## config.mk

```make
export PLATFORM = sky130hd
export DESIGN_NAME = run_controller
export DESIGN_NICKNAME = d
export VERILOG_FILES = /design/src/rtl/run_controller.sv
export SDC_FILE = /design/constraint.sdc
export NUM_CORES = 1
export LEC_CHECK = 0
export CAP_MARGIN = 20
export CORE_ASPECT_RATIO = 1.2
export CORE_MARGIN = 2
export CORE_UTILIZATION = 45
export DETAILED_ROUTE_END_ITERATION = 6
export HOLD_SLACK_MARGIN = 0.03
export PLACE_DENSITY = 0.8
export SETUP_SLACK_MARGIN = 0.02
export SYNTH_ARGS = -nofsm -noshare
export SYNTH_HDL_FRONTEND = slang
export SYNTH_SLANG_ARGS = --single-unit
export TNS_END_PERCENT = 5
```

## constraint.sdc

```tcl
create_clock -name clk -period 3.76 [get_ports clk]
set_clock_uncertainty 0.1 [all_clocks]
set_input_delay 0.752 -clock clk [delete_from_list [all_inputs] [get_ports clk]]
set_output_delay 0.752 -clock clk [all_outputs]
set_load 0.02 [all_outputs]
```

## src/rtl/run_controller.sv

```systemverilog
// run_controller: sequences one test run of an attached processor.
// It clears data memory, accepts a preload stream, releases the processor,
// waits for its done flag, then streams a block of result words out.
//
// Optional feature macro: RUN_CTRL_TIMEOUT_EN
//   defined   -> RUN is abandoned after TIMEOUT_CYC cycles, sticky timeout flag set
//   undefined -> RUN waits for dut_done indefinitely, timeout tied low
//
// state      | meaning
// -----------+-----------------------------------------------------------
// S_IDLE     | waiting for go; processor held in start/hold
// S_CLEAR    | writing zero to addresses 0..DEPTH-1, one per cycle
// S_PRELOAD  | accepting preload beats, each written in its accept cycle
// S_LAUNCH   | single cycle with processor still held, start falls after it
// S_RUN      | processor running; cycle counter advancing
// S_DUMP_RD  | result address presented to memory
// S_DUMP_OUT | first cycle captures read data, then holds it until accepted
module run_controller #(
  parameter int DW          = 8,
  parameter int AW          = 8,
  parameter int DEPTH       = 256,
  parameter int RES_BASE    = 5,
  parameter int RES_COUNT   = 4,
  parameter int TIMEOUT_CYC = 100000
) (
  input  logic          clk,
  input  logic          rst_n,
  input  logic          go,
  output logic          busy,
  input  logic          pl_valid,
  output logic          pl_ready,
  input  logic [AW-1:0] pl_addr,
  input  logic [DW-1:0] pl_data,
  input  logic          pl_last,
  output logic          mem_we,
  output logic [AW-1:0] mem_addr,
  output logic [DW-1:0] mem_wdata,
  input  logic [DW-1:0] mem_rdata,
  output logic          dut_start,
  input  logic          dut_done,
  output logic          res_valid,
  input  logic          res_ready,
  output logic [DW-1:0] res_data,
  output logic          res_last,
  output logic          timeout,
  output logic [31:0]   cycles
);

  typedef enum logic [2:0] {
    S_IDLE,
    S_CLEAR,
    S_PRELOAD,
    S_LAUNCH,
    S_RUN,
    S_DUMP_RD,
    S_DUMP_OUT
  } state_t;

  localparam logic [AW-1:0] CLR_LAST  = AW'(DEPTH - 1);
  localparam logic [AW:0]   DEPTH_LIM = (AW+1)'(DEPTH);
  localparam logic [AW-1:0] BASE_ADDR = AW'(RES_BASE);
  localparam logic [31:0]   RES_CNT   = 32'(RES_COUNT);
  localparam logic [31:0]   TO_LIM    = 32'(TIMEOUT_CYC);

  // Reject parameter sets the address counter and timeout compare cannot honour.
  if (DEPTH < 1 || DEPTH > (1 << AW) || RES_COUNT < 0 || TIMEOUT_CYC < 1) begin : g_param_chk
    $error("run_controller: illegal DEPTH/RES_COUNT/TIMEOUT_CYC for AW");
  end

  state_t        state_q, state_d;
  logic [AW-1:0] clr_addr_q;
  logic [31:0]   idx_q;
  logic [31:0]   cycles_q;
  logic          res_vld_q;
  logic          res_last_q;
  logic [DW-1:0] res_data_q;

  logic          pl_in_range;
  logic [31:0]   cyc_inc;
  logic [31:0]   idx_next;
  logic          more_res;
  logic          to_hit;
  logic          run_exit;

  assign pl_in_range = ({1'b0, pl_addr} < DEPTH_LIM);
  assign cyc_inc     = (&cycles_q) ? cycles_q : cycles_q + 32'd1;
  assign idx_next    = idx_q + 32'd1;
  assign more_res    = (idx_next < RES_CNT);

`ifdef RUN_CTRL_TIMEOUT_EN
  // cyc_inc is the value cycles takes at the end of this cycle, so the
  // run ends on the cycle in which the count reaches the limit.
  assign to_hit = (cyc_inc >= TO_LIM);
`else
  assign to_hit = 1'b0;
`endif

  assign run_exit = dut_done | to_hit;

  // State register.
  always_ff @(posedge clk or negedge rst_n) begin
    if (!rst_n) begin
      state_q <= S_IDLE;
    end else begin
      state_q <= state_d;
    end
  end

  // Next-state decode.
  always_comb begin
    state_d = state_q;
    case (state_q)
      S_IDLE: begin
        if (go) state_d = S_CLEAR;
      end
      S_CLEAR: begin
        if (clr_addr_q == CLR_LAST) state_d = S_PRELOAD;
      end
      S_PRELOAD: begin
        if (pl_valid && pl_last) state_d = S_LAUNCH;
      end
      S_LAUNCH: begin
        state_d = S_RUN;
      end
      S_RUN: begin
        if (run_exit) state_d = (RES_CNT == 32'd0) ? S_IDLE : S_DUMP_RD;
      end
      S_DUMP_RD: begin
        state_d = S_DUMP_OUT;
      end
      S_DUMP_OUT: begin
        if (res_vld_q && res_ready) state_d = more_res ? S_DUMP_RD : S_IDLE;
      end
      default: begin
        state_d = S_IDLE;
      end
    endcase
  end

  // Output decode; everything here follows state_q so reset acts at once.
  always_comb begin
    busy      = 1'b1;
    pl_ready  = 1'b0;
    mem_we    = 1'b0;
    mem_addr  = '0;
    mem_wdata = '0;
    dut_start = 1'b0;
    case (state_q)
      S_IDLE: begin
        busy      = 1'b0;
        dut_start = 1'b1;
      end
      S_CLEAR: begin
        dut_start = 1'b1;
        mem_we    = 1'b1;
        mem_addr  = clr_addr_q;
      end
      S_PRELOAD: begin
        dut_start = 1'b1;
        pl_ready  = 1'b1;
        if (pl_valid) begin
          // Out-of-range beats are still accepted so the stream keeps moving.
          mem_we    = pl_in_range;
          mem_addr  = pl_addr;
          mem_wdata = pl_data;
        end
      end
      S_LAUNCH: begin
        dut_start = 1'b1;
      end
      S_DUMP_RD, S_DUMP_OUT: begin
        mem_addr = BASE_ADDR + idx_q[AW-1:0];
      end
      default: begin
        busy = 1'b1;
      end
    endcase
  end

  // Clear address, result index, run cycle counter and result holding register.
  always_ff @(posedge clk or negedge rst_n) begin
    if (!rst_n) begin
      clr_addr_q <= '0;
      idx_q      <= '0;
      cycles_q   <= '0;
      res_vld_q  <= 1'b0;
      res_last_q <= 1'b0;
      res_data_q <= '0;
    end else begin
      case (state_q)
        S_IDLE: begin
          clr_addr_q <= '0;
        end
        S_CLEAR: begin
          clr_addr_q <= clr_addr_q + 1'b1;
        end
        S_LAUNCH: begin
          cycles_q <= '0;
        end
        S_RUN: begin
          cycles_q <= cyc_inc;
          idx_q    <= '0;
        end
        S_DUMP_OUT: begin
          if (!res_vld_q) begin
            // Read data for the address presented in DUMP_RD is valid now.
            res_data_q <= mem_rdata;
            res_last_q <= (idx_next == RES_CNT);
            res_vld_q  <= 1'b1;
          end else if (res_ready) begin
            res_vld_q <= 1'b0;
            idx_q     <= idx_next;
          end
        end
        default: begin
          clr_addr_q <= clr_addr_q;
        end
      endcase
    end
  end

  assign res_valid = res_vld_q;
  assign res_data  = res_data_q;
  assign res_last  = res_vld_q & res_last_q;
  assign cycles    = cycles_q;

`ifdef RUN_CTRL_TIMEOUT_EN
  logic timeout_q;

  // Sticky timeout flag: set when RUN gives up, cleared only by a new launch.
  always_ff @(posedge clk or negedge rst_n) begin
    if (!rst_n) begin
      timeout_q <= 1'b0;
    end else if (state_q == S_IDLE && go) begin
      timeout_q <= 1'b0;
    end else if (state_q == S_RUN && !dut_done && to_hit) begin
      timeout_q <= 1'b1;
    end
  end

  assign timeout = timeout_q;
`else
  assign timeout = 1'b0;
`endif

endmodule

```

==> flow_metrics.py, run 1 <==
metrics = {
    "setup_path": {
        "timing.rr.end": "state_q[0]$_DFFE_PN0P_",
        "crit_path_end_kind": "output port",
        "cp.required_ps": 2910,
        "startpoint_type": "flop",
        "slowest_stage": "clkdlybuf4s50_1",
        "critical_path.cell_chain": "or2_2 > nor2_2 > a22oi_1 > o21ai_0 > clkdlybuf4s50_1",
        "startpoint": "state_q[2]$_DFFE_PN0P_",
        "r2r_cells": 9,
        "max_stage_delay_ps": 650,
        "worstPathMaxFanout": 13,
        "crit_arrival_ps": 2620,
        "path_class": "flop to output port",
        "rrSetupSlack_ps": 400,
        "crit_end": "mem_addr[6]",
        "reg2reg_from": "idx_q[0]$_DFFE_PN0P_",
    },
    "cts": {
        "ctsHtreeMaxLevel": 3,
        "tritoncts": "yes",
        "insertion_delay_ps": 350,
        "cts.sinks": 85,
        "clk_pin_slew_ps": 70,
        "clock_tree.root_cell": "clkbuf_16",
        "cts_made_buffers": 9,
        "cts_setup_buffers": 0,
        "clockBufferDepth": 2,
        "ctsResizeCount": 0,
        "ctsHoldBuffers": 0,
    },
    "sta": {
        "min_period_ps": 3470,
        "maxSlewHeadroom_pct": 31.1,
        "finalSetupTns_ps": 0,
        "rsz0062_at_grt": "no",
        "fin_crit_sh_pct": 92.3,
        "fmax_mhz": 288,
        "setup-violations-final": 0,
        "maxSlewViolCount": 0,
        "tightest_slew_ps": 1020,
        "hold_viol_final": 0,
    },
    "drt": {
        "drc": 0,
        "wirelength_microns": 13400,
        "drt_iter0_drc": 384,
        "wire_per_inst_microns": 15.9,
        "vias": 4841,
        "ant_nets": 0,
        "dr.pass1.iters": 7,
        "via_per_inst": 5.78,
    },
    "placement": {
        "dp_hpwl_microns": 9500,
        "portBuffers": 92,
        "place_congestion": 0.936,
    },
    "global_route": {
        "first_global_vias": 4592,
        "grt.total_usage_pct": 22.0,
        "overflow": 0,
        "grt_pass1_wl_microns": 22000,
        "antenna_found_initial": 0,
        "grt_max_degree": 86,
    },
    "synthesis": {
        "ys_types": 62,
        "synth-main-ff-cell": "dfrtp_1",
        "async_flop_share_pct": 100,
        "synth.area.top_cells": "dfrtp_1 (41%), o21ai_0 (6.8%), nor2_1 (5.2%), nand2_1 (4.4%), xor2_1 (3.9%)",
        "syn_area_sq_um": 5160,
        "ys_seq_elements": 85,
        "synth_nets": 634,
        "seq_area_frac_synth_pct": 41.3,
        "yosys-top-cells-count": "dfrtp_1 (85), nor2_1 (72), o21ai_0 (70), nand2_1 (60), nand3_1 (29)",
        "yosys.cell_count.top_type": "dfrtp_1",
        "synth_top_cell_by_area": "dfrtp_1",
        "avgSynthCellArea_sq_um": 8.59,
        "netlist_instances": 600,
        "yosys_warnings": 0,
        "synth_top_area_share_pct": 41.3,
        "synth_edf_count": 0,
    },
    "final_layout": {
        "n_antenna_cell": 0,
        "fill_cells": 924,
        "drive_above_1_share_pct": 9.65,
        "layout.nets": 713,
        "post-route-util_pct": 59.0,
        "syn2layout_area_growth_pct": 26.8,
    },
    "power_and_ir_drop": {
        "ir_drop_mv": 0.242,
        "power.static_leakage_nw": 2.70,
        "power.density_nw_per_um2": 499,
    },
    "die": {
        "die_area_sq_um": 12300,
        "io_pins": 94,
        "dieHeight_microns": 121,
        "core-area_sq_um": 11100,
        "rows": 42,
        "start_util_pct": 46.5,
        "chipWidth_microns": 102,
    },
    "outcome": {
        "outcome": "complete, no violations",
    },
    "job": {
        "maxCapViolations": 0,
    },
    "hold_path": {
        "hold_path_class": "input pin to asynchronous set/reset pin",
    },
}
[per-layer routing]
layer	vias to the layer above	wire [microns]	GRT usage, %
met5	-	0	0
met4	0	320	8.11
met3	28	788	4.09
met2	172	6700	36.9
met1	2321	5550	28.1
li1	2320	-	-
[cell type report]
class / count / area [sq um] / area share (%)
clock buffers: 10 / 239 / 3.65
clock inverters: 6 / 75.1 / 1.15
inverters: 8 / 30.0 / 0.459
multi-input cells: 469 / 2830 / 43.3
flip-flops and latches: 85 / 2130 / 32.5
well taps: 154 / 193 / 2.95
repair buffers: 106 / 1040 / 16.0
[stage by stage]
stage                     instance area [sq um]  total power, W  hold slack, ps  std cells  setup slack [ps]
final                                      6540         0.00327             183        838               288
after global routing                       6540         0.00343             197        838               125
after CTS                                  6510         0.00327             412        837              67.6
after detailed placement                   6200         0.00233             397        821               280
after global placement                     6200         0.00228             384        821               377
after floorplan                            5160         0.00185             356        600               439
[report_power, final]
| part | total (W) | internal [W] | switching (W) |
|---|---|---|---|
| Combinational | 0.00117 | 0.000482 | 0.000686 |
| Clock | 0.000942 | 0.000545 | 0.000397 |
| Sequential | 0.00116 | 0.00102 | 0.000132 |
| Total | 0.00327 | 0.00205 | 0.00122 |
[critical path, delay by kind of cell, from the launching register on]
kind            cells  cell delay (ps)
simple gates        2              830
buf+inv             1              650
flops               1              500
compound gates      2              280
[how the worst min path moves through the flow]
stage / from / to / slack [ps] / cells past startpoint
after floorplan: rst_n / clr_addr_q[0]$_DFFE_PN0P_ / 360 / 0
after global placement: res_last_q$_DFFE_PN0P_ / res_last_q$_DFFE_PN0P_ / 380 / 2
after detailed placement: res_data[3]$_DFFE_PN0P_ / res_data[3]$_DFFE_PN0P_ / 400 / 1
after CTS: res_data[3]$_DFFE_PN0P_ / res_data[3]$_DFFE_PN0P_ / 410 / 1
after global routing: rst_n / clr_addr_q[2]$_DFFE_PN0P_ / 200 / 1
final: rst_n / clr_addr_q[2]$_DFFE_PN0P_ / 180 / 1
[sequential cells by signal, summed over array words and instances, names as in the netlist]
| signal | count |
|---|---|
| res_data | 8 |
| cycles | 32 |
| res_valid | 1 |
| state_q | 3 |
| res_last_q | 1 |
| idx_q | 32 |
| clr_addr_q | 8 |
[cell usage in the layout, fill, tap and decap left out, types with 8 or more instances in the layout]
cell,Yosys,layout
buf_4,5,14
nor3_1,14,14
or3_1,8,8
clkbuf_16,0,9
xnor2_1,20,20
mux2_2,10,10
and3_1,24,24
a22oi_1,8,8
o21ai_0,70,70
xor2_1,23,23
a31oi_1,10,10
nand3_1,29,29
a21oi_1,18,18
nand4_1,19,19
nand2_1,60,60
dfrtp_1,85,85
nor2_1,72,70
clkdlybuf4s50_1,0,91
[cells by family after synthesis]
family / after synthesis / synth area share (%)
AND/OR/NAND/NOR: 270 / 27.6
flip-flops: 85 / 41.3
adder cells (fa/ha/maj): 3 / 0.728
multiplexers: 17 / 3.54
AO/OA/AOI/OAI: 135 / 15.6
other: 1 / 0.0727
XOR/XNOR: 43 / 7.30
buffers and inverters: 46 / 3.91
Note: power is estimated with default switching activity, not from simulation.
==> inputs of run 2 (changes only) <==
Settings changed: PLACE_DENSITY 0.8 to 0.7.
==> run 2 against run 1 <==
Against the previous run:
- non-clock buffer count grew 3
- wire length increased by 4.0%
- die area unchanged
- first-iteration DRC count down 14%
- final cell count is 0.36% higher
- global-route usage grew 1.1 points
- critical endpoint is now state_q[2]$_DFFE_PN0P_
- critical path type is now flop to flop
- clock-buffer cell count unchanged
- clock power is 4.5% higher
==> flow_metrics.py, run 2 (synthesis results as in run 1) <==
metrics = {
    "power_and_ir_drop": {
        "switching_share_pct": 36.6,
        "power.static_leakage_nw": 2.73,
        "ir_drop_mv": 0.292,
        "p_sw_w": 0.00121,
        "power.density_nw_per_um2": 504,
        "clkPwrFrac_pct": 29.7,
        "seq_power_share_pct": 34.2,
        "comb_power_share_pct": 36.1,
        "intPower_w": 0.00210,
    },
    "final_layout": {
        "final_common_cell": "clkdlybuf4s50_1",
        "n_antenna_cell": 0,
        "syn2layout_area_growth_pct": 27.5,
        "layout.nets": 716,
        "fill_cells": 978,
        "drive_above_1_share_pct": 9.90,
        "final_cell_mix": "clkdlybuf4s50_1 (91), dfrtp_1 (85), o21ai_0 (70), nor2_1 (70), nand2_1 (60)",
    },
    "cts": {
        "insertion_delay_ps": 350,
        "tritoncts": "yes",
        "ctsHoldBuffers": 0,
        "clk_pin_slew_ps": 60,
        "clockBufferDepth": 2,
        "cts.sinks": 85,
        "ctsHtreeMaxLevel": 3,
        "clock_tree.root_cell": "clkbuf_16",
        "cts_made_buffers": 9,
    },
    "sta": {
        "maxSlewViolCount": 0,
        "setup_ws_ps": 315,
        "maxSlewHeadroom_pct": 27.3,
        "hold_viol_final": 0,
        "finalSetupTns_ps": 0,
        "setup-violations-final": 0,
        "fmax_mhz": 290,
        "tightest_slew_ps": 1080,
        "fin_crit_sh_pct": 91.6,
        "min_period_ps": 3450,
        "rsz0062_at_grt": "no",
    },
    "global_route": {
        "grt_max_degree": 86,
        "overflow": 0,
        "grt.total_usage_pct": 23.2,
        "grt_pass1_wl_microns": 22800,
        "first_global_vias": 4563,
        "antenna_found_initial": 0,
    },
    "drt": {
        "wirelength_microns": 13900,
        "ant_nets": 0,
        "drc": 0,
        "wire_per_inst_microns": 16.5,
        "vias": 4852,
        "drt_iter0_drc": 330,
        "via_per_inst": 5.77,
        "dr.pass1.iters": 5,
    },
    "placement": {
        "portBuffers": 92,
        "place_congestion": 0.911,
        "dp_hpwl_microns": 9510,
        "preCtsSetupSlack_ps": 312,
    },
    "die": {
        "die_area_sq_um": 12300,
        "dieHeight_microns": 121,
        "chipWidth_microns": 102,
        "core-area_sq_um": 11100,
        "io_pins": 94,
        "rows": 42,
        "start_util_pct": 46.5,
    },
    "setup_path": {
        "r2r_cells": 9,
        "crit_arrival_ps": 3620,
        "timing.rr.end": "state_q[2]$_DFFE_PN0P_",
        "crit_end": "state_q[2]$_DFFE_PN0P_",
        "rrSetupSlack_ps": 310,
        "path_class": "flop to flop",
        "cp.required_ps": 3940,
        "worstPathMaxFanout": 7,
        "reg2reg_from": "idx_q[0]$_DFFE_PN0P_",
        "startpoint_type": "flop",
        "crit_path_end_kind": "flop",
        "startpoint": "idx_q[0]$_DFFE_PN0P_",
    },
    "outcome": {
        "outcome": "complete, no violations",
    },
    "job": {
        "maxCapViolations": 0,
    },
    "hold_path": {
        "hold_path_class": "input pin to asynchronous set/reset pin",
    },
}
[run 2: per-stage QoR]
stage	hold slack [ps]	area, sq um	cells	total power (W)	utilization (%)
finish	180	6570	841	0.00331	59.3
detailed placement	397	6220	824	0.00233	56.1
global placement	389	6220	824	0.00231	56.1
floorplan	356	5160	600	0.00185	-
CTS	412	6540	840	0.00332	59.0
global route	195	6570	841	0.00350	59.3
[run 2: cell type report]
| cell class | count | area, sq um | share of cell area [%] |
|---|---|---|---|
| multi-input combinational | 469 | 2830 | 43.1 |
| clock inverter | 6 | 95.1 | 1.45 |
| inverter | 8 | 30.0 | 0.457 |
| clock buffer | 10 | 229 | 3.48 |
| timing repair buffer | 109 | 1070 | 16.2 |
| tap | 154 | 193 | 2.93 |
| sequential | 85 | 2130 | 32.4 |
[run 2: routing by layer]
metal / track usage, % / share of wire, % / vias to the layer above
li1: - / - / 2332
met1: 30.3 / 43 / 2363
met2: 38.4 / 50 / 140
met3: 3.05 / 5.2 / 17
met4: 9.29 / 1.9 / 0
met5: 0 / 0 / -
[run 2: power by group through the flow]
stage	clock network, W	registers [W]	logic [W]
finish	0.000984	0.00113	0.00120
global route	0.00104	0.00115	0.00131
CTS	0.000994	0.00113	0.00119
detailed placement	0	0.00115	0.00118
global placement	0	0.00114	0.00116
floorplan	0	0.00121	0.000642
[run 2: how the worst min path moves through the flow]
stage	end	start	cells past startpoint	slack, ps
after floorplan	clr_addr_q[0]$_DFFE_PN0P_	rst_n	0	360
final	clr_addr_q[3]$_DFFE_PN0P_	rst_n	1	180
after CTS	res_data[7]$_DFFE_PN0P_	res_data[7]$_DFFE_PN0P_	1	410
after detailed placement	res_data[7]$_DFFE_PN0P_	res_data[7]$_DFFE_PN0P_	1	400
after global routing	clr_addr_q[7]$_DFFE_PN0P_	rst_n	1	200
after global placement	res_data[5]$_DFFE_PN0P_	res_data[5]$_DFFE_PN0P_	1	390
[run 2: timing repair]
| item | CTS | global route |
|---|---|---|
| gates resized for setup | 0 | 1 |
| setup buffers | 0 | 0 |
| endpoints found under the setup margin | 0 | 4 |
[run 2: worst max-delay path, stage by stage (launching register included)]
cell       delay, ps
dfrtp_1          430
ha_1             190
nand3_1          160
nor4_1           920
nand3_1          300
xor2_1           200
o2111ai_1        120
or4b_4           580
nor3_2           220
a2bb2oi_2        160
==> inputs of run 3 (changes only) <==
Settings changed: CORE_ASPECT_RATIO 1.2 to 0.6.
==> run 3 against run 2 <==
Against the previous run:
- sequential cell count stayed put
- via count is 0.35% higher
- global-route usage is 0.50 points higher
- core utilization is 1.2 points lower
- power is 3.0% lower
- non-clock buffer count stayed put
- register-to-register slack worse by 96 ps
- sequential share of layout area is 0.30 points higher
- clock power is 8.5% lower
- critical endpoint is now state_q[0]$_DFFE_PN0P_
- final cell count is 1.2% lower
- cell area is 0.91% lower
==> flow_metrics.py, run 3 (synthesis results as in run 1) <==
metrics = {
    "sta": {
        "maxSlewHeadroom_pct": 41.5,
        "hold_ws_ps": 414,
        "setup-violations-final": 0,
        "min_period_ps": 3540,
        "rsz0062_at_grt": "no",
        "finalSetupTns_ps": 0,
        "hold_viol_final": 0,
        "tightest_slew_ps": 878,
        "fmax_mhz": 282,
        "fin_crit_sh_pct": 94.2,
        "maxSlewViolCount": 0,
    },
    "setup_path": {
        "path_class": "flop to flop",
        "crit_path_end_kind": "flop",
        "cp.required_ps": 3930,
        "startpoint_type": "flop",
        "worstPathMaxFanout": 12,
        "r2r_cells": 8,
        "crit_arrival_ps": 3710,
    },
    "global_route": {
        "grt_max_degree": 68,
        "overflow": 0,
        "grtUsageMet3_pct": 7.26,
        "antenna_found_initial": 0,
        "grt_pass1_wl_microns": 23200,
        "use_met1_pct": 36.6,
        "first_global_vias": 4495,
        "busiest_layer": "met1",
        "met2_usage_pct": 32.1,
        "grt.total_usage_pct": 23.7,
    },
    "drt": {
        "drt_iter0_drc": 306,
        "vias": 4869,
        "dr.pass1.iters": 5,
        "wire_per_inst_microns": 17.0,
        "via_per_inst": 5.86,
        "wirelength_microns": 14100,
        "ant_nets": 0,
        "drc": 0,
    },
    "placement": {
        "dp_hpwl_microns": 10100,
        "place_congestion": 0.938,
        "portBuffers": 92,
    },
    "hold_path": {
        "hold_path_class": "flop to flop",
        "min_path_cells": 1,
    },
    "job": {
        "maxCapViolations": 0,
    },
    "cts": {
        "cts.sinks": 85,
        "cts_setup_buffers": 0,
        "ctsHoldBuffers": 0,
        "clockBufferDepth": 2,
        "ctsResizeCount": 0,
        "clock_tree.root_cell": "clkbuf_16",
        "tritoncts": "yes",
        "ctsHtreeMaxLevel": 3,
        "clk_pin_slew_ps": 60,
        "cts_made_buffers": 9,
        "insertion_delay_ps": 340,
    },
    "final_layout": {
        "final_cell_mix": "clkdlybuf4s50_1 (91), dfrtp_1 (85), o21ai_0 (70), nor2_1 (70), nand2_1 (60)",
        "n_antenna_cell": 0,
        "layout.nets": 716,
        "syn2layout_area_growth_pct": 26.3,
        "final_common_cell": "clkdlybuf4s50_1",
        "drive_above_1_share_pct": 10.0,
    },
    "power_and_ir_drop": {
        "power.density_nw_per_um2": 493,
        "power.static_leakage_nw": 2.69,
        "ir_drop_mv": 0.347,
    },
    "die": {
        "chipWidth_microns": 142,
        "io_pins": 94,
        "dieHeight_microns": 86.9,
        "start_util_pct": 45.9,
        "die_area_sq_um": 12400,
        "core-area_sq_um": 11200,
        "rows": 30,
    },
    "outcome": {
        "outcome": "complete, no violations",
    },
}
-- run 3: critical path: stages, from the launching register on --
cell and delay [ps]:
dfrtp_1 540, nand3_1 380, nor2_1 290, mux2_2 360
o32ai_1 400, or4b_1 500, or4b_4 550, o211ai_1 180
a21boi_2 160
-- run 3: worst paths after layout --
| kind | endpoint | start | slack (ps) |
|---|---|---|---|
| max in group asynchronous | cycles[10]$_DFFE_PN0P_ | rst_n | 2410 |
| worst min register to register | res_data[4]$_DFFE_PN0P_ | res_data[4]$_DFFE_PN0P_ | 410 |
| worst max register to register | state_q[0]$_DFFE_PN0P_ | idx_q[2]$_DFFE_PN0P_ | 220 |
| worst min-delay path | res_data[4]$_DFFE_PN0P_ | res_data[4]$_DFFE_PN0P_ | 410 |
| worst max-delay path | state_q[0]$_DFFE_PN0P_ | idx_q[2]$_DFFE_PN0P_ | 220 |
| min in group asynchronous | idx_q[9]$_DFFE_PN0P_ | rst_n | 420 |
-- run 3: layout make-up --
| class | count | area [sq um] |
|---|---|---|
| clock buffers | 9 | 225 |
| flip-flops and latches | 85 | 2130 |
| clock inverters | 7 | 73.8 |
| well taps | 144 | 180 |
| inverters | 8 | 30.0 |
| multi-input cells | 469 | 2830 |
| fillers | 982 | 4710 |
| repair buffers | 109 | 1040 |
-- run 3: metal layers --
metal / vias to the layer above / wire length [microns]
met5: - / 0
met4: 0 / 124
met3: 15 / 1260
met2: 197 / 5850
met1: 2326 / 6890
li1: 2331 / -
-- run 3: stage by stage --
stage	setup WS (ps)	instance area (sq um)	utilization, %	total power [W]	instances
floorplan	439	5160	-	0.00185	600
global placement	374	6210	55.3	0.00230	814
detailed placement	299	6210	55.3	0.00232	814
CTS	185	6500	58.0	0.00323	830
global route	33.6	6510	58.0	0.00340	831
finish	219	6510	58.0	0.00321	831
-- run 3: where the power goes --
group	total (W)	internal, W	switching, W
combinational	0.00118	0.000477	0.000698
clock	0.000900	0.000516	0.000384
sequential	0.00114	0.00102	0.000111
total	0.00321	0.00202	0.00119
==> RTL edit 1 (settings of run 2) <==
The option `RUN_CTRL_TIMEOUT_EN` is turned on by a define.
--- a/src/rtl/run_controller.sv
+++ b/src/rtl/run_controller.sv
@@ -15,6 +15,8 @@
 // S_RUN      | processor running; cycle counter advancing
 // S_DUMP_RD  | result address presented to memory
 // S_DUMP_OUT | first cycle captures read data, then holds it until accepted
+`define RUN_CTRL_TIMEOUT_EN
+
 module run_controller #(
   parameter int DW          = 8,
   parameter int AW          = 8,
Check against the original RTL: no difference found for any inputs over 10 cycles, from zero or initial values and one cycle with rst_n low; that may be too few to reach the edited logic, so the function may still have changed.
==> RTL edit 1 against run 2 <==
Non-clock buffer count up 10. Synthesized area up 15%. Hold slack better by 0.10 ns. Total power up 6.4%. Die area up 14%. Sequential cell count up 1. Worst setup slack worse by 0.014 ns. Combinational power up 15%. Cell area up 11%. Wire length up 23%. Utilization down 1.8 points. Critical endpoint is now mem_addr[1].
==> RTL edit 1: results (changes against run 2) <==
DR_WL_MET2_MICRONS=8970  # +29%
POST_SYNTH_MAIN_AREA_CONTRIBUTORS='sky130_fd_sc_hd__dfrtp_1 36%, sky130_fd_sc_hd__o21ai_0 9.2%, sky130_fd_sc_hd__nand2_1 4.3%, sky130_fd_sc_hd__nor2_1 4.1%, sky130_fd_sc_hd__nand3_1 3.2%'
VDD_DROP_MAX_uV=333  # +14%
WORST-R2R-SETUP-SLACK_NS=0.43  # +0.12 ns
CRITICAL_PATH.REG2REG.ENDPOINT='state_q[0]'
RESULT_OF_THE_RUN='completed'
TRACK_USAGE=0.247  # +0.0160
FINAL.FILL_COUNT=1183  # +21%
VIASPERCELL=6.15  # +6.5%
SYNTH.CELLS.MOST_FREQUENT='109 x sky130_fd_sc_hd__o21ai_0, 86 x sky130_fd_sc_hd__dfrtp_1, 68 x sky130_fd_sc_hd__nand2_1, 65 x sky130_fd_sc_hd__nor2_1, 48 x sky130_fd_sc_hd__clkbuf_1'
LEAKAGEPOWER_nW=2.86  # +4.8%
NETLIST-CELL-TYPE-COUNT=75  # +21%
PLACE_AREA_SQ_UM=6990  # +12%
RR_STARTPOINT='cycles[25]'
NUMPORTBUFFERS=93  # +1.1%
FIRST_GLOBAL_VIAS=5799  # +27%
WL_PER_CELL_MICRONS=17.4  # +5.0%
SYNTH_SEQUENTIAL_AREA_RATIO=0.364  # -0.0490
FINAL_NET_COUNT=848  # +18%
GRT_FIRST_PASS_WIRELENGTH_MICRONS=28200  # +24%
WORST_SETUP_HOLD_PATH_CLK_SLEW_NS=0.06  # about the same
CTS-HTREE-LEVELS=3  # unchanged
SLEW_HEADROOM=0.254  # -0.0189
TIMING.CRITICAL_PATH.FANOUT_MAX=17  # +10
CRIT_PATH_START='state_q[1]'
DRIVE_ABOVE_1_SHARE=0.0904  # -0.00863
PIN_COUNT_OF_THE_BIGGEST_NET_ENTERING_GLOBAL_ROUTING=41  # -52%
CRIT_ARRIVAL_NS=2.61  # -1.01 ns
DETAILED_PLACE_HPWL_MICRONS=12200  # +28%
PLACE_CONGESTION=0.923  # +1.3%
SYNTH_FF_TYPE='sky130_fd_sc_hd__dfrtp_1'
ENDPOINT='mem_addr[1]'
DRT_ITER0_MARKERS=457  # +38%
ASYNC_SR_FLOP_FRACTION=1.00  # unchanged
M1WIRELENGTH_MICRONS=7090  # +19%
ROUTED-WL-MET3_MICRONS=786  # +8.7%
SYN-NUM-NETS=781  # +23%
RTL edit 1: cells by family after synthesis:
| kind of cell | after synthesis | synth area share |
|---|---|---|
| AOI/OAI and AO/OA | 235 | 0.241 |
| xor gates and xnor gates | 21 | 0.0311 |
| adders and majority gates | 3 | 0.00634 |
| buffers and inverters | 75 | 0.0526 |
| DFF | 86 | 0.364 |
| muxes | 15 | 0.0275 |
| and+or+nand+nor | 312 | 0.278 |
RTL edit 1: cell type report:
class / count / area share
multi-input combinational: 586 / 0.474
sequential: 86 / 0.294
timing repair buffer: 119 / 0.154
clock buffer: 11 / 0.0332
tap: 164 / 0.0280
clock inverter: 5 / 0.0113
inverter: 12 / 0.00616
RTL edit 1: worst min-delay path by stage:
stage                startpoint             to  slack, ns  cells past startpoint
finish                    rst_n       idx_q[0]       0.28                      1
global placement      idx_q[28]      idx_q[28]       0.39                      1
CTS                       rst_n  clr_addr_q[5]       0.29                      1
global route              rst_n     state_q[1]       0.32                      1
floorplan             idx_q[28]      idx_q[28]       0.35                      1
detailed placement  res_data[5]    res_data[5]       0.40                      1
RTL edit 1: worst max-delay path: stages, from the launching register on:
cell and delay [ns]:
sky130_fd_sc_hd__dfrtp_1 0.56, sky130_fd_sc_hd__nor2b_1 0.33, sky130_fd_sc_hd__and3_1 0.50, sky130_fd_sc_hd__a22oi_1 0.12, sky130_fd_sc_hd__o21ai_0 0.12, sky130_fd_sc_hd__clkdlybuf4s50_1 0.64
RTL edit 1: per-layer routing:
layer / track usage / vias to the layer above
li1: - / 2906
met1: 0.306 / 2951
met2: 0.442 / 168
met3: 0.0402 / 17
met4: 0.0724 / 0
met5: 0 / -
RTL edit 1: per-stage QoR:
| stage | hold slack [ns] | utilization | std cells | setup slack, ns |
|---|---|---|---|---|
| floorplan | 0.353 | - | 747 | 0.328 |
| global route | 0.315 | 0.575 | 983 | 0.0493 |
| global placement | 0.386 | 0.549 | 967 | 0.389 |
| detailed placement | 0.395 | 0.549 | 967 | 0.359 |
| CTS | 0.288 | 0.575 | 983 | 0.310 |
| finish | 0.281 | 0.575 | 983 | 0.300 |
RTL edit 1: where the power goes:
| group | switching (W) | internal (W) | leakage, nW |
|---|---|---|---|
| sequential | 0.000134 | 0.00103 | 1.17 |
| clock | 0.000382 | 0.000602 | 0.160 |
| combinational | 0.000841 | 0.000536 | 1.53 |
==> RTL edit 2 (settings of run 2) <==
Without the edit above. The 7 states of `state_t` get a one-hot encoding in 7 bits.
--- a/src/rtl/run_controller.sv
+++ b/src/rtl/run_controller.sv
@@ -46,14 +46,14 @@
   output logic [31:0]   cycles
 );
 
-  typedef enum logic [2:0] {
-    S_IDLE,
-    S_CLEAR,
-    S_PRELOAD,
-    S_LAUNCH,
-    S_RUN,
-    S_DUMP_RD,
-    S_DUMP_OUT
+  typedef enum logic [6:0] {
+    S_IDLE     = 7'b0000001,
+    S_CLEAR    = 7'b0000010,
+    S_PRELOAD  = 7'b0000100,
+    S_LAUNCH   = 7'b0001000,
+    S_RUN      = 7'b0010000,
+    S_DUMP_RD  = 7'b0100000,
+    S_DUMP_OUT = 7'b1000000
   } state_t;
 
   localparam logic [AW-1:0] CLR_LAST  = AW'(DEPTH - 1);
Function: same outputs for any inputs over 10 cycles, from zero or initial values and one cycle with rst_n low; not proved beyond that.
==> RTL edit 2 against run 2 <==
Worst setup slack got worse by 0.066 ns. Cell area rose by 4.1%. Utilization is 2.3 points lower. First-iteration DRC count decreased by 3.3%. Sequential cell count grew 4. Synthesized area up 6.5%. Maximum frequency decreased by 1.9%. Critical path type is now flip-flop to output pin. Wire length rose by 4.5%.
Power is not compared: it rests on default switching activity, and its combinational part moved more than twofold at a synthesized area within 25%.
==> RTL edit 2: results (changes against run 2) <==
FINAL_NET_COUNT=756  # +5.6%
DRIVE_ABOVE_1_SHARE=0.0758  # -0.0232
DR_WL_MET2_MICRONS=7210  # +3.4%
GRT_USE_MET2=0.384  # about the same
VIAS=5236  # +7.9%
TRACK_USAGE=0.223  # -0.00864
SYNTH.CELLS.MOST_FREQUENT='88 x sky130_fd_sc_hd__dfrtp_1, 76 x sky130_fd_sc_hd__o21ai_0, 64 x sky130_fd_sc_hd__nor2_1, 63 x sky130_fd_sc_hd__nand2_1'
FINAL_NON_FILLER_CELL_TOTAL=887  # +5.5%
WL_PER_CELL_MICRONS=16.4  # -0.94%
GRT_FIRST_PASS_WIRELENGTH_MICRONS=24400  # +7.3%
SYNTHMUXAREASHARE=0.0185  # -0.0170
SYNTH_SEQUENTIAL_AREA_RATIO=0.406  # -0.00655
DP.CELLS=871  # +5.7%
PLACE_CONGESTION=0.913  # +0.20%
M1_GR_USAGE=0.287  # -0.0161
SYNTHADDERAREAFRAC=0.00912  # +0.00184
M1WIRELENGTH_MICRONS=6350  # +7.0%
RESULT_OF_THE_RUN='completed'
ROUTED-WL-MET3_MICRONS=780  # +7.9%
AREA_FRACTION_IN_COMPOUND_GATES_AFTER_SYNTHESIS=0.192  # +0.0359
GRTUSAGEMET3=0.0401  # +0.00962
SYNTHXORXNORAREAFRAC=0.0558  # -0.0172
SYN-NUM-NETS=683  # +7.7%
TOPROUTINGLAYERUSED='met4'
PLACE_AREA_SQ_UM=6520  # +4.9%
SLEW_HEADROOM=0.355  # +0.0821
WORST_SETUP_HOLD_PATH_CLK_SLEW_NS=0.07
FIRST_GLOBAL_VIAS=4902  # +7.4%
DRT_FIRST_PASS_ITERS=6  # +1
POST_SYNTH_MAIN_AREA_CONTRIBUTORS='sky130_fd_sc_hd__dfrtp_1 40%, sky130_fd_sc_hd__o21ai_0 6.9%, sky130_fd_sc_hd__nor2_1 4.4%, sky130_fd_sc_hd__nand2_1 4.3%, sky130_fd_sc_hd__xnor2_1 3.4%'
PIN_COUNT_OF_THE_BIGGEST_NET_ENTERING_GLOBAL_ROUTING=64  # -26%
PRE_CTS_SLACK_NS=0.324  # +0.0118 ns
DRT_ITER0_MARKERS=319  # -3.3%
==> RTL edit 2: cell count changes after synthesis, sizes merged, moves of 4 or more <==
cell / change
clkbuf: +5
o31ai: +8
and2: +5
mux2i: -7
nor2: -7
nand4: +7
a22oi: -5
o21ai: +5
o2111ai: +4
a21oi: +5
xor2: -9
inv: +7
==> RTL edit 2: worst max-delay path: stages, from the launching register on <==
cell and delay, ns:
sky130_fd_sc_hd__dfrtp_1 0.44, sky130_fd_sc_hd__nor4_4 0.50, sky130_fd_sc_hd__o211ai_1 0.39, sky130_fd_sc_hd__o21ai_0 0.28
sky130_fd_sc_hd__a21oi_1 0.06, sky130_fd_sc_hd__inv_1 0.05, sky130_fd_sc_hd__clkdlybuf4s50_1 0.59
==> RTL edit 2: path summary, 6_finish.rpt <==
kind                            start            end  slack [ns]  cells past startpoint
min reg2reg                 idx_q[31]      idx_q[31]        0.40                      1
min in group clk            idx_q[31]      idx_q[31]        0.40                      1
min                             rst_n  clr_addr_q[5]        0.38                      1
max                        state_q[4]    mem_addr[1]        0.25                      6
max reg2reg                state_q[4]      idx_q[29]        0.57                      7
max in group asynchronous       rst_n      idx_q[17]        2.43                      2
==> RTL edit 2: area by class of cell <==
cell class	instances	area, sq um
Clock buffer	10	239
Clock inverter	6	72.6
Fill cell	1106	5160
Inverter	13	48.8
Multi-Input combinational cell	501	3020
Sequential cell	89	2230
Tap cell	161	201
Timing Repair Buffer	107	1030
==> RTL edit 2: repair_timing <==
action	4_1_cts	5_1_grt
endpoints found under the setup margin	0	9
resized for setup	0	2
hold endpoints to repair	0	0
==> RTL edit 2: power by group <==
part	internal (W)	total (W)	leakage, nW	switching, W
combinational	0.000217	0.000524	1.37	0.000306
sequential	0.000992	0.00103	1.23	0.0000397
clock	0.000543	0.000945	0.155	0.000402
